$ cat src/rtl/mmio_bus_arbiter.sv
// Two-master round-robin arbiter for the FPro MMIO bus with a bounded lock
// that lets one master keep the bus for back-to-back transactions.
module mmio_bus_arbiter #(
  parameter int HOLD_MAX = 4
) (
  input  logic        clk,
  input  logic        reset,
  input  logic [1:0]  m_req,
  input  logic [1:0]  m_wr,
  input  logic [1:0]  m_rd,
  input  logic [1:0]  m_lock,
  input  logic [41:0] m_addr,
  input  logic [63:0] m_wr_data,
  output logic [1:0]  m_ack,
  output logic [1:0]  m_err,
  output logic [31:0] m_rd_data,
  output logic        mmio_cs,
  output logic        mmio_wr,
  output logic        mmio_rd,
  output logic [20:0] mmio_addr,
  output logic [31:0] mmio_wr_data,
  input  logic [31:0] mmio_rd_data
);

  localparam int CW = $clog2(HOLD_MAX + 1);
  localparam logic [CW-1:0] HOLD_MAX_C = CW'(HOLD_MAX);

  typedef enum logic [1:0] {IDLE, ISSUE, ACK} state_t;

  state_t          state_reg, state_next;
  logic            last_gnt_reg, gnt_reg;
  logic            lock_on_reg, lock_own_reg;
  logic [CW-1:0]   hold_cnt_reg;
  logic [20:0]     addr_reg;
  logic [31:0]     wr_data_reg, rd_data_reg;
  logic            rd_reg, wr_reg;

  logic            lock_hit, grant_valid, gnt_sel, well_formed;
  logic [CW-1:0]   hold_eff;
  logic [20:0]     addr_slice [2];
  logic [31:0]     data_slice [2];

  genvar gi;
  generate
    for (gi = 0; gi < 2; gi++) begin : g_slice
      assign addr_slice[gi] = m_addr[21*gi +: 21];
      assign data_slice[gi] = m_wr_data[32*gi +: 32];
    end
  endgenerate

  // A lock only counts while its owner keeps requesting; otherwise rotation resumes.
  always_comb begin
    lock_hit    = lock_on_reg && m_req[lock_own_reg];
    grant_valid = |m_req;
    if (lock_hit)
      gnt_sel = lock_own_reg;
    else if (m_req == 2'b10)
      gnt_sel = 1'b1;
    else if (m_req == 2'b01)
      gnt_sel = 1'b0;
    else
      gnt_sel = ~last_gnt_reg;
    hold_eff = lock_hit ? hold_cnt_reg : '0;
  end

  assign well_formed = rd_reg ^ wr_reg;

  always_ff @(posedge clk or posedge reset) begin
    if (reset)
      state_reg <= IDLE;
    else
      state_reg <= state_next;
  end

  always_comb begin
    state_next = state_reg;
    case (state_reg)
      IDLE:    if (grant_valid) state_next = ISSUE;
      ISSUE:   state_next = ACK;
      ACK:     state_next = IDLE;
      default: state_next = IDLE;
    endcase
  end

  always_ff @(posedge clk or posedge reset) begin
    if (reset) begin
      last_gnt_reg <= 1'b1;
      gnt_reg      <= 1'b0;
      lock_on_reg  <= 1'b0;
      lock_own_reg <= 1'b0;
      hold_cnt_reg <= '0;
      addr_reg     <= '0;
      wr_data_reg  <= '0;
      rd_reg       <= 1'b0;
      wr_reg       <= 1'b0;
      rd_data_reg  <= '0;
    end else begin
      case (state_reg)
        IDLE: begin
          if (grant_valid) begin
            gnt_reg      <= gnt_sel;
            last_gnt_reg <= gnt_sel;
            addr_reg     <= addr_slice[gnt_sel];
            wr_data_reg  <= data_slice[gnt_sel];
            rd_reg       <= m_rd[gnt_sel];
            wr_reg       <= m_wr[gnt_sel];
            if (m_lock[gnt_sel] && (hold_eff < HOLD_MAX_C)) begin
              lock_on_reg  <= 1'b1;
              lock_own_reg <= gnt_sel;
              hold_cnt_reg <= hold_eff + CW'(1);
            end else begin
              lock_on_reg  <= 1'b0;
              hold_cnt_reg <= '0;
            end
          end else if (!lock_hit) begin
            lock_on_reg  <= 1'b0;
            hold_cnt_reg <= '0;
          end
        end
        ISSUE: rd_data_reg <= (rd_reg && !wr_reg) ? mmio_rd_data : 32'h0;
        default: ;
      endcase
    end
  end

  always_comb begin
    m_ack        = 2'b00;
    m_err        = 2'b00;
    mmio_cs      = 1'b0;
    mmio_rd      = 1'b0;
    mmio_wr      = 1'b0;
    mmio_addr    = addr_reg;
    mmio_wr_data = wr_data_reg;
    m_rd_data    = rd_data_reg;
    if (state_reg == ISSUE && well_formed) begin
      mmio_cs = 1'b1;
      mmio_rd = rd_reg;
      mmio_wr = wr_reg;
    end
    if (state_reg == ACK) begin
      m_ack[gnt_reg] = 1'b1;
      m_err[gnt_reg] = ~well_formed;
    end
  end

endmodule

$ cat config.mk
export PLATFORM = sky130hd
export DESIGN_NAME = mmio_bus_arbiter
export DESIGN_NICKNAME = d
export VERILOG_FILES = /design/src/rtl/mmio_bus_arbiter.sv
export SDC_FILE = /design/constraint.sdc
export NUM_CORES = 1
export LEC_CHECK = 0
export BUFFER_PORTS_ARGS = -buffer_cell sky130_fd_sc_hd__buf_2
export CORE_ASPECT_RATIO = 0.6
export CORE_MARGIN = 3
export CORE_UTILIZATION = 48
export CTS_CLUSTER_SIZE = 12
export DETAILED_ROUTE_END_ITERATION = 16
export GPL_ROUTABILITY_DRIVEN = 0
export PLACE_DENSITY = 0.81
export SYNTH_ARGS = -nofsm -noshare
export SYNTH_HDL_FRONTEND = slang
export SYNTH_SLANG_ARGS = --single-unit
$ cat constraint.sdc
create_clock -name clk -period 7.3 [get_ports clk]
set_input_delay 0.73 -clock clk [delete_from_list [all_inputs] [get_ports clk]]
set_output_delay 0.73 -clock clk [all_outputs]
set_load 0.05 [all_outputs]
==> results of run 1 <==
[kinds of logic after synthesis]
logic type / Yosys count / synth area share (%)
and+or+nand+nor: 257 / 23.9
muxes: 1 / 0.257
adders and majority gates: 2 / 0.571
AOI/OAI and AO/OA: 101 / 15.6
DFF: 96 / 54.9
buffers and inverters: 39 / 4.83
[worst max path at each step]
stage	from	end	slack (ns)	depth (start not counted)
6_report	state_reg[1]$_DFFE_PP0P_	mmio_rd	4.41	4
5_1_grt	state_reg[1]$_DFFE_PP0P_	mmio_rd	4.22	4
4_1_cts	state_reg[1]$_DFFE_PP0P_	mmio_rd	4.40	4
3_5_place_dp	m_req[1]	mmio_wr_data[11]$_DFFE_PP0P_	4.50	6
3_3_place_gp	m_req[1]	mmio_wr_data[20]$_DFFE_PP0P_	4.60	6
2_1_floorplan	reset	gnt_reg$_DFFE_PP0P_	4.07	1
[critical path: stages, from the launching register on]
cell and delay, ns:
dfrtp_1 0.40, nand2b_2 0.69, nor2_1 0.32, and2_1 0.16
buf_2 0.26
[cells in the final DEF (no fill, tap or decap), types with 2 or more instances in the layout]
cell type   instances
dfrtp_1            95
clkbuf_16           9
clkinvlp_4          2
nand2_2            10
o21ai_0            36
ha_1                2
buf_4               3
a31oi_2            10
inv_1               4
nand3_1             3
a31oi_1            47
nor2_1             60
clkbuf_8            2
and3_1              3
nand2_1           169
inv_6               2
buf_2             239
a21oi_1             2
and2_1              3
[power by group through the flow]
| stage | combinational [mW] | sequential, mW | clock (mW) |
|---|---|---|---|
| global placement | 1.71 | 0.899 | 0 |
| CTS | 1.75 | 0.904 | 0.500 |
| global route | 1.87 | 0.933 | 0.520 |
| floorplan | 0.661 | 1.62 | 0 |
| detailed placement | 1.75 | 0.910 | 0 |
| finish | 1.74 | 0.904 | 0.488 |
[routing by layer]
layer	part of all wire, %	up-vias	GRT usage, %
met5	0	-	0
met4	1.5	0	6.71
met1	43	2007	29.7
met2	48	157	36.0
li1	-	2081	-
met3	7.2	18	6.35
[stage by stage]
| step | cell area [um^2] | power, mW | hold slack, ns | std cells | setup WS, ns |
|---|---|---|---|---|---|
| 4_1_cts | 5870 | 3.15 | 0.401 | 832 | 4.40 |
| 3_5_place_dp | 5550 | 2.66 | 0.465 | 816 | 4.50 |
| 5_1_grt | 5870 | 3.32 | 0.424 | 832 | 4.22 |
| 6_report | 5870 | 3.13 | 0.392 | 832 | 4.41 |
| 3_3_place_gp | 5550 | 2.61 | 0.456 | 816 | 4.60 |
| 2_1_floorplan | 4380 | 2.28 | 0.442 | 496 | 4.07 |
[cell type report]
class                      count  area share [%]
sequential                    96            41.0
clock inverter                 5            1.07
timing repair buffer         242            20.8
inverter                       5           0.362
tap                          112            2.39
multi-input combinational    361            30.1
clock buffer                  11            4.31
[synth_stat cells (2+ instances only)]
cell type | instances | area [um^2]
nand3_1 | 3 | 15.0
dfrtp_1 | 95 | 2380
a21oi_1 | 2 | 10.0
a31oi_1 | 47 | 294
a31oi_2 | 10 | 125
buf_4 | 4 | 30.0
o21ai_0 | 36 | 180
buf_6 | 5 | 56.3
buf_2 | 10 | 50.1
and2_1 | 3 | 18.8
inv_1 | 5 | 18.8
nor2_1 | 60 | 225
clkbuf_1 | 14 | 52.6
and3_1 | 3 | 18.8
ha_1 | 2 | 25.0
nand2_1 | 169 | 634
nand2_2 | 10 | 62.6
==> results.md, run 1 <==
* Largest net degree at the start of global routing at 104
* WP data arrival at around 2.2 ns
* Synthesized area per cell at between 8 and 9 um^2
* P_leak at between 3 and 4 nW
* First-pass GRT wire length at about 18000 um
* Yosys warning count at 0
* Total CTS buffers at 9
* Status: finished, final reports clean
* Seq cells post-synth at 96
* Clk buf depth at 2
* Slew headroom at between 20% and 30%
* Area of the multi-input gates at between 0.0015 and 0.002 mm^2
* Worst-Margin Slew at roughly 1.1 ns
* Mapped Cells at between 400 and 500
* Hold buffer count at CTS at 0
* Seq/Total Area, Yosys at between 50 and 60%
* Initial antenna violation count at 0
* Synth cell types at 35
* Final net count at 865
* Setup crit end kind: output port
* Worst r2r src: lock_on_reg$_DFFE_PP0P_
* Layout cells sized above 1 at 39.9%
* CP startpoint kind: flip-flop
* Fin. max-slew vios at 0
* F_max at ~350 MHz
* Initial drt markers at about 300
* Hold crit path type: in2async
* Mapped Area at about 0.0044 mm^2
* Tot GR Track Use at 22.4%
* CTS tree: yes
* Via-to-Cell Ratio at 5.12
* Initial core utilization at between 50% and 60%
* Die Span Y at ~80 um
* Filler Cells Inserted at 715
* Fin crit period at between 2 and 3 ns
* Number of synthesized flops with an enable pin at 0
* DRC viols at 0
* Htree depth at 3
* Clock Power Share at between 15 and 20%
* Final Hold Viols at 0
* Die W at 129 um
* N_diodes at 0
* Grt total ovfl at 0
* IO buf count at about 240
* Clk_lat worst skew at 0.34 ns
* Worst reg-to-reg path cell count at 5
* Core area at between 0.008 and 0.009 mm^2
* Number of global-route vias before repair at 3941
* Die area at just over 0.01 mm^2
* Core Util, Final at about two thirds
* Reg power frac at approximately 29%
* Int Pwr at approximately 1.5 mW
* CTS-repair resized insts at 0
* Max Cap Viol at 0
* Seq. cell area at ~0.0024 mm^2
* Worst VDD drop at 0.000267 V
* Routed Antenna Nets at 0
* Reg2reg end: mmio_wr_data[11]$_DFFE_PP0P_
* Skew final at ~0.0067 ns
* Average wire per standard cell at between 10 and 15 um
* Num rows at 26
* Final wirelength at 11900 um
* RSZ-0062 raised after global routing: false
* Post-CTS Repair Setup Buffers at 0
* Root Buffer: clkbuf_16
* Clock sinks at 96
* Setup slack, reg-to-reg at ~5 ns
* Post-DP HPWL at 8840 um
* Setup violations, final at 0
* Clock transition at the registers of the reported paths at about 0.07 ns
* Critical Path Fanout Max at 67
* Ys async rst share at between 90% and 100%
* CP required at roughly 6.6 ns
* DRT Pass-1 Iters at 5
* Setup Total Neg Slack at 0 ns
* Vias at 4263
* Power density cells at 534 mW/mm^2
* Logic pwr share at a little under three fifths
* Area Growth Syn to Fin at 33.9%
* Fin crit share at 39.7%
* Synth Flop Type: dfrtp_1
* Sw Share at a little over half
* Io pins at 240
* Sw Pwr at about 1.7 mW
* Synth Net Count at 646
* Setup Crit Path Kind: reg2out
Note: power is estimated with default switching activity, not from simulation.
==> inputs of run 2 (changes only) <==
CORE_UTILIZATION = 45   (was 48)
PLACE_DENSITY = 0.77   (was 0.81)
clock period = 2.72 ns   (was 7.3 ns; I/O delays follow)
==> run 2 against run 1 <==
- global-route usage down 0.64 points
- clock power up 140%
- final cell count up 3.0%
- clock skew about the same
- routed wire length up 2.9%
- non-clock buffer count up 7
- first-iteration DRC count down 26%
- critical path depth unchanged
- largest cell class unchanged
==> results.md, run 2 (synthesis results as in run 1) <==
* Worst-Margin Slew at 0.610 ns (-0.500 ns)
* N_diodes at 0 (unchanged)
* Skew final at 0.00707 ns (+0.000320 ns)
* Status: finished, final reports clean
* Initial antenna violation count at 0 (unchanged)
* Clock transition at the registers of the reported paths at 0.07 ns (about the same)
* Final Hold Viols at 0 (unchanged)
* Commonest non-fill, non-tap cells in the layout: buf_2 (239), nand2_1 (169), dfrtp_1 (95), nor2_1 (60), a31oi_1 (47)
* Via-to-Cell Ratio at 4.97 (-3.1%)
* Num rows at 27 (+3.8%)
* Setup Crit Path Kind: reg2out
* Setup violations, final at 0 (unchanged)
* Total CTS buffers at 9 (unchanged)
* P_leak at 3.02 nW (+0.57%)
* Setup Total Neg Slack at 0 ns (unchanged)
* Initial core utilization at 47.0% (-3.5 points)
* Slew headroom at 59.3% (+33 points)
* IO buf count at 239 (unchanged)
* Clk_lat worst skew at 0.34 ns (about the same)
* Clk buf depth at 2 (unchanged)
* F_max at 498 MHz
* Io pins at 240 (unchanged)
* DRC viols at 0 (unchanged)
* Hold crit path type: in2reg
* CP startpoint kind: flip-flop
* CTS tree: yes
* Area of the multi-input gates at 0.00177 mm^2 (unchanged)
* Critical Path Fanout Max at 25 (-63%)
* Vias at 4256 (-0.16%)
* Fin crit share at between 70% and 80%
* Max Cap Viol at 0 (unchanged)
* Fin crit period at 2.01 ns
* Most common cell after layout, fill and taps aside: buf_2
* Final net count at 872 (+0.81%)
* Hold buffer count at CTS at 1 (+1)
* Largest net degree at the start of global routing at 78 (-25%)
* WP data arrival at 1.73 ns (-0.43 ns)
* Routed Antenna Nets at 0 (unchanged)
* Root Buffer: clkbuf_16
* Htree depth at 3 (unchanged)
* CP required at 2.45 ns (-4.12 ns)
* Die area at 0.0110 mm^2 (+6.3%)
* Grt total ovfl at 0 (unchanged)
* Initial drt markers at 226 (-26%)
* DRT Pass-1 Iters at 5 (unchanged)
* WHS Path Cells at 3
* Clock sinks at 96 (unchanged)
* Average wire per standard cell at 14.2 um (about the same)
* Area Growth Syn to Fin at 35.8%
* Worst VDD drop at 0.000689 V (+160%)
* Tot GR Track Use at 21.7% (-0.64 points)
* First-pass GRT wire length at 19300 um (+4.4%)
* Worst reg-to-reg path cell count at 5 (unchanged)
* Final wirelength at 12200 um (+2.9%)
* Hold slack at 0.165 ns (-0.226 ns)
* Filler Cells Inserted at 806 (+13%)
* Number of global-route vias before repair at 4104 (+4.1%)
* Die W at 133 um (+3.1%)
* CTS-repair resized insts at 0 (unchanged)
* Total Power at 8.37 mW (+170%)
* Post-CTS Repair Setup Buffers at 0 (unchanged)
* Layout cells sized above 1 at 40.3% (+0.44 points)
* Fin. max-slew vios at 0 (unchanged)
* Core area at 0.00932 mm^2 (+7.3%)
* Post-DP HPWL at 9250 um (+4.6%)
* Core Util, Final at 63.8% (-3.7 points)
* Die Span Y at 82.4 um (+3.0%)
* RSZ-0062 raised after global routing: false
* DP Worst Slack at 0.806 ns (-3.70 ns)
* Power density cells at 1410 mW/mm^2 (+160%)
* Fin worst setup slack at 0.713 ns (-3.69 ns)
* Seq. cell area at 0.00240 mm^2 (unchanged)
* Setup crit end kind: output port
run 2: cell type report:
type	count	share of cell area (%)
clock buffer	9	3.78
clock inverter	7	0.946
inverter	5	0.378
multi-input combinational	361	29.7
sequential	96	40.4
tap	130	2.73
timing repair buffer	249	22.0
run 2: layer usage:
layer	track usage (%)	share of wire, %	up-vias	wire [um]
met5	0	0	-	0
li1	-	-	2095	-
met3	7.08	8.4	15	1020
met4	6.88	1.6	0	201
met2	35.7	47	151	5790
met1	27.9	43	1995	5190
run 2: where the power goes:
group	internal (mW)	total (mW)	switching [mW]
registers	2.06	2.41	0.346
logic	1.17	4.78	3.61
clock network	0.626	1.18	0.558
run 2: path summary, 6_finish.rpt:
kind	from	to	slack, ns
worst min-delay path	mmio_rd_data[29]	m_rd_data[29]$_DFFE_PP0P_	0.17
max in group asynchronous	reset	m_rd_data[30]$_DFFE_PP0P_	1.49
worst min register to register	m_rd_data[10]$_DFFE_PP0P_	m_rd_data[10]$_DFFE_PP0P_	0.48
worst max-delay path	state_reg[1]$_DFFE_PP0P_	mmio_rd	0.71
min in group asynchronous	reset	mmio_wr_data[30]$_DFFE_PP0P_	0.48
worst max register to register	lock_on_reg$_DFFE_PP0P_	mmio_wr_data[6]$_DFFE_PP0P_	0.81
run 2: through the flow:
step / instance area, um^2 / instances
after global placement: 5660 / 840
after CTS: 5950 / 857
final: 5950 / 857
after floorplan: 4390 / 496
after detailed placement: 5660 / 840
after global routing: 5950 / 857
run 2: worst max-delay path, stage by stage (launching register included):
cell and delay (ns):
dfrtp_1 0.42, nand2b_2 0.40, nor2_1 0.19, and2_1 0.13
buf_2 0.25
